===== config.mk =====
export PLATFORM = sky130hd
export DESIGN_NAME = mem_arbiter
export DESIGN_NICKNAME = d
export VERILOG_FILES = /design/src/rtl/mem_arbiter.sv
export SDC_FILE = /design/constraint.sdc
export NUM_CORES = 1
export LEC_CHECK = 0
export ABC_AREA = 1
export BUFFER_PORTS_ARGS = -buffer_cell sky130_fd_sc_hd__buf_2
export CAP_MARGIN = 25
export CORE_ASPECT_RATIO = 1.5
export CORE_MARGIN = 8
export CORE_UTILIZATION = 45
export DETAILED_ROUTE_END_ITERATION = 10
export HOLD_SLACK_MARGIN = 0.05
export PLACE_DENSITY = 0.86
export SLEW_MARGIN = 15
export SYNTH_ARGS = -nofsm -noshare
export SYNTH_HDL_FRONTEND = slang
export SYNTH_SLANG_ARGS = --single-unit

===== constraint.sdc =====
create_clock -name clk -period 2.1 [get_ports clk]
set_input_delay 0.42 -clock clk [delete_from_list [all_inputs] [get_ports clk]]
set_output_delay 0.42 -clock clk [all_outputs]
set_load 0.02 [all_outputs]

===== src/rtl/mem_arbiter.sv =====
// Two-port arbiter and access sequencer for the 256-word LC-3 main memory.
// Define MEM_ARB_ROUND_ROBIN_EN for round-robin ties; default is fixed priority to port 0.
module mem_arbiter #(
  parameter int DEPTH = 256
) (
  input  logic        clk,
  input  logic        reset,
  input  logic        req0,
  input  logic        req1,
  input  logic        we0,
  input  logic        we1,
  input  logic [15:0] addr0,
  input  logic [15:0] addr1,
  input  logic [15:0] wdata0,
  input  logic [15:0] wdata1,
  output logic        ack0,
  output logic        ack1,
  output logic [15:0] rdata,
  output logic        err,
  output logic        busy,
  output logic [15:0] mem_addr,
  output logic [15:0] mem_wdata,
  output logic        mem_we,
  input  logic [15:0] mem_rdata
);

  typedef enum logic [1:0] {
    S_IDLE,
    S_ACCESS,
    S_RESP
  } state_t;

  state_t      r_state;
  state_t      w_next;
  logic        r_owner;
  logic        r_we;
  logic        r_err;
  logic [15:0] r_addr;
  logic [15:0] r_wdata;
  logic [15:0] r_rdata;
  logic        w_any;
  logic        w_gnt1;
  logic        w_in_range;

  assign w_any = req0 | req1;
  // Full 16-bit compare: addresses past DEPTH never alias low words
  assign w_in_range = ({16'h0000, r_addr} < 32'(DEPTH));

`ifdef MEM_ARB_ROUND_ROBIN_EN
  logic r_last;

  assign w_gnt1 = req1 & (~req0 | ~r_last);

  always_ff @(posedge clk or posedge reset) begin
    if (reset) begin
      r_last <= 1'b1;
    end else if (r_state == S_IDLE && w_any) begin
      r_last <= w_gnt1;
    end
  end
`else
  assign w_gnt1 = req1 & ~req0;
`endif

  always_comb begin
    w_next = r_state;
    mem_we = 1'b0;
    ack0   = 1'b0;
    ack1   = 1'b0;
    err    = 1'b0;
    unique case (r_state)
      S_IDLE: begin
        if (w_any) w_next = S_ACCESS;
      end
      S_ACCESS: begin
        w_next = S_RESP;
        mem_we = r_we & w_in_range;
      end
      S_RESP: begin
        w_next = S_IDLE;
        ack0   = ~r_owner;
        ack1   = r_owner;
        err    = r_err;
      end
      default: w_next = S_IDLE;
    endcase
  end

  always_ff @(posedge clk or posedge reset) begin
    if (reset) begin
      r_state <= S_IDLE;
      r_owner <= 1'b0;
      r_we    <= 1'b0;
      r_err   <= 1'b0;
      r_addr  <= 16'h0000;
      r_wdata <= 16'h0000;
      r_rdata <= 16'h0000;
    end else begin
      r_state <= w_next;
      if (r_state == S_IDLE && w_any) begin
        r_owner <= w_gnt1;
        r_we    <= w_gnt1 ? we1 : we0;
        r_addr  <= w_gnt1 ? addr1 : addr0;
        r_wdata <= w_gnt1 ? wdata1 : wdata0;
      end
      if (r_state == S_ACCESS) begin
        r_err <= ~w_in_range;
        if (!r_we) r_rdata <= w_in_range ? mem_rdata : 16'h0000;
      end
    end
  end

  assign busy      = (r_state != S_IDLE);
  assign mem_addr  = r_addr;
  assign mem_wdata = r_wdata;
  assign rdata     = r_rdata;

endmodule


### Yosys cells after proc, flatten, opt, wreduce, memory -nomap -nowiden

Cells that the tools add are included.

| storage, ports and cells | value |
|---|---|
| register bits after elaboration | 53 |
| input bits | 86 |
| output and inout port bits | 53 |
| logic and storage cells | 32 |

| operators by class | value |
|---|---|
| magnitude comparators | 1 |
| eq/ne operators | 3 |
| mux-type cells | 10 |
| bitwise operators | 7 |
| reduce and logical (&&, ||, !) cells | 4 |

Operators by type and width:

| cell | number |
|---|---|
| $mux 16 | 3 |
| $lt 16x9->1 const B | 1 |
| $mux 1 | 5 |
| $not 1->1 | 4 |
| $pmux 2 s2 | 1 |
| $and 1x1->1 | 2 |
| $eq 2x1->1 const B | 1 |
| $eq 2x2->1 const B | 1 |
| $logic_not 2->1 | 1 |
| $mux 2 | 1 |
| $ne 2x2->1 const B | 1 |
| $reduce_and 2->1 | 1 |
| $reduce_bool 2->1 | 1 |
| $logic_and 1x1->1 | 1 |
| $or 1x1->1 | 1 |

### Logic depth before layout (Yosys ltp)

| depth | value |
|---|---|
| depth in word-level cells | 3 |
| gate-level depth with buffers | 7 |
| gate-level depth less buffers | 6 |

### Least setup slack after synthesis

OpenSTA, ideal clock, no wires.

| timing path | value |
|---|---|
| path type | register to output |
| start point | register r_addr[12], in the netlist mem_addr[12] |
| end point | output port mem_we |
| arrival time | 1224 ps |
| setup slack | 456 ps |
| stages on the path, launching flop included | 6 |
| cells stage by stage | dfrtp_1 nor2_1 nand2_1 nor2_2 nand2_1 nor2_1 |

| on the way | value |
|---|---|
| longest elaborated chain between the ends | 3 |

Ends and longest elaborated chain:

| element | line | RTL |
|---|---|---|
| from (decl) | 38 | `logic [15:0] r_addr;` |
| from (signal assigned) | 103 | `r_addr <= w_gnt1 ? addr1 : addr0;` |
| $lt 16x9->1 | 47 | `assign w_in_range = ({16'h0000, r_addr} < 32'(DEPTH));` |
| $and 1x1->1 | 77 | `mem_we = r_we & w_in_range;` |
| $mux 1 | 71 | `unique case (r_state)` |
| to (decl) | 23 | `output logic mem_we,` |

Every way passes these cells.

### Final worst setup path

| timing path | value |
|---|---|
| start point | register r_addr[15], in the netlist mem_addr[15] |
| end point | output port mem_we |

Same word-level chain as after synthesis.

==> key figures <==
Status
  • Status: complete, no violations

STA
  • Highest Clock Rate: 0.5553 GHz
  • Final Cycle Share: 0.8575
  • Tightest Pin Transition: 0.6055 ns
  • Final clock skew: between 0.004 and 0.005 ns
  • Max-slew headroom: 0.5957
  • RSZ-0062 raised after global routing: false
  • Final setup vio count: 0
  • Post-route minimum period: 1.801 ns
  • Max-slew violations: 0
  • Final hold violations: 0
  • Sum Neg Setup Slack: 0 ns

Critical path
  • Worst path cell trace: nor2_1 > nand2_1 > nor2_2 > nand2_1 > nor2_1 > buf_2
  • CP Class: register to output port
  • CP required: 1.68 ns
  • CP Capture Type: output port
  • R2R setup slack: 0.70 ns
  • Crit path launch type: register
  • CP max stage delay: around 0.43 ns
  • Reg-to-reg startpoint: r_state[1]
  • WP data arrival: 1.38 ns
  • Critical path's slowest cell: dfrtp_1
  • Crit path buffers/inverters: 1
  • Crit Path Max Fanout: 3
  • Largest delay share family, worst path: simple AND/OR/NAND/NOR gates
  • Worst Setup SP: mem_addr[15]

Detailed routing
  • Drt pass-1 iters: 4
  • First-iteration detailed-routing DRC count: 145
  • Final ANT Viol Nets: 0
  • Vias per cell: between 4 and 5
  • Wire per inst: around 13 um
  • DRC Markers: 0
  • Post-Route WL: 7861 um
  • Via count: 2829

Cells and area
  • Syn-to-layout area delta: 31.19%
  • Most frequent cells in the layout: nand2_1, buf_2, dfrtp_1
  • Final-layout fill cell count: 558
  • ANT cells: 0
  • Commonest non-fill, non-tap cell in the layout: nand2_1
  • Share of post-route cells with drive strength above 1: 0.3126
  • Nets: around 600

Logic synthesis
  • Syn. warnings: 0
  • Number of synthesized register bits: 53
  • Mapped Area: between 2000 and 3000 um^2
  • Sequential fraction of the synthesis area: 0.4972
  • Syn_area_per_cell: 6.983 um^2
  • Post-synth cell types: 14
  • Post-Syn Nets: 468
  • Instance count of the mapped netlist: 382

Clock tree
  • Post-CTS setup repair buffer count: 0
  • Num CTS Buffers: 5
  • Clk_lat worst skew: around 0.30 ns
  • Clock Path Buffers: 2
  • Post-cts sizing count: 0
  • # hold bufs at CTS: 0
  • Reg clk slew, reported paths: 0.09 ns
  • CTS sink cnt: 53
  • TritonCTS clock tree: built
  • CTS H-tree depth: 2
  • Clock root cell: clkbuf_8

Power and ir drop
  • Pwr/cell area: 1261 nW/um^2
  • Worst IR drop on VDD: 0.0006880 V
  • LEAKAGE: 2.241 nW
  • Total power: between 0.004 and 0.005 W

Floorplan
  • Core ar.: 5786 um^2
  • Area of the die: between 8000 and 9000 um^2
  • Starting Density: 0.4611
  • Die H: between 100 and 150 um
  • Num rows: 34
  • IO Count: approximately 140
  • DIE WIDTH: 78.87 um

Global route
  • Vias in the first global route: approximately 3000
  • Pin count of the biggest net entering global routing: 35
  • Remaining global-route overflow: 0
  • Initial antenna violation count: 0
  • Total GRT Usage: 0.1849
  • First-pass GRT wire length: 12970 um

Flow run
  • Max-Cap Viols: 0

Placement
  • Final HPWL DP: 6173 um
  • RD Place Congestion: 0.7767
  • Port buffer count: 138

Worst hold path
  • HP Class: input pin to async pin
==> state kept, by name (all words and copies together), names as in the netlist <==
signal,flops
mem_wdata,16
r_err,1
r_owner,1
mem_addr,16
r_we,1
r_state,2
rdata,16
==> power by group <==
part | switching [W] | leakage (nW) | internal (W) | total, W
combinational | 0.00144 | 1.52 | 0.000698 | 0.00214
clock | 0.000309 | 0.0443 | 0.000262 | 0.000572
sequential | 0.000260 | 0.679 | 0.00145 | 0.00171
total | 0.00201 | 2.24 | 0.00241 | 0.00441
==> Yosys cell counts (all sizes together) <==
| cell | count | area (um^2) |
|---|---|---|
| buf | 16 | 92.59 |
| clkbuf | 4 | 15.01 |
| dfrtp | 53 | 1326 |
| inv | 23 | 86.34 |
| nand2 | 219 | 824.5 |
| nand3 | 33 | 165.2 |
| nor2 | 29 | 128.9 |
| o21ai | 5 | 28.78 |
==> final timing paths <==
check	depth (start not counted)	endpoint
worst max-delay path	6	mem_we
worst min-delay path	2	rdata[6]
worst max register to register	6	mem_wdata[6]
worst min register to register	2	mem_wdata[8]
max in group asynchronous	3	rdata[7]
min in group clk	5	mem_wdata[1]
==> through the flow <==
step                      instance area, um^2  hold slack [ns]  setup slack [ns]  instances  utilization
after global routing                     3500           0.2173            0.1422        587       0.6049
after global placement                   3413           0.4590            0.6388        580       0.5900
after detailed placement                 3413           0.4595            0.6026        580       0.5900
after floorplan                          2668           0.4722            0.3938        382            -
after CTS                                3500           0.1903            0.2599        587       0.6049
final                                    3500           0.1776            0.2992        587       0.6049
==> per-layer routing <==
metal  share of wire  vias up  track usage
met5               0        -            0
met4           0.021        0      0.07048
met3           0.080       14      0.05438
met2            0.51      117       0.3316
met1            0.39     1283       0.2006
li1                -     1415            -
==> layout make-up <==
cell class,instances,area (um^2),share of cell area
Clock buffer,7,86.33,0.02467
Inverter,23,86.33,0.02467
Multi-Input combinational cell,286,1147,0.3279
Sequential cell,53,1326,0.3790
Tap cell,72,90.09,0.02574
Timing Repair Buffer,146,763.2,0.2181
==> worst register-to-register path, delay by kind of cell (launching register included) <==
kind	cells	cell delay, ns
buf+inv	2	0.39
flops	1	0.44
simple gates	4	0.52
==> cell families (layout without fill, tap and decap cells) <==
kind of cell,after synthesis,count (layout),synth area share
buffers and inverters,43,176,0.07270
and+or+nand+nor,281,281,0.4193
AOI/OAI and AO/OA,5,5,0.01079
DFF,53,53,0.4972
Note: power is estimated with default switching activity, not from simulation.
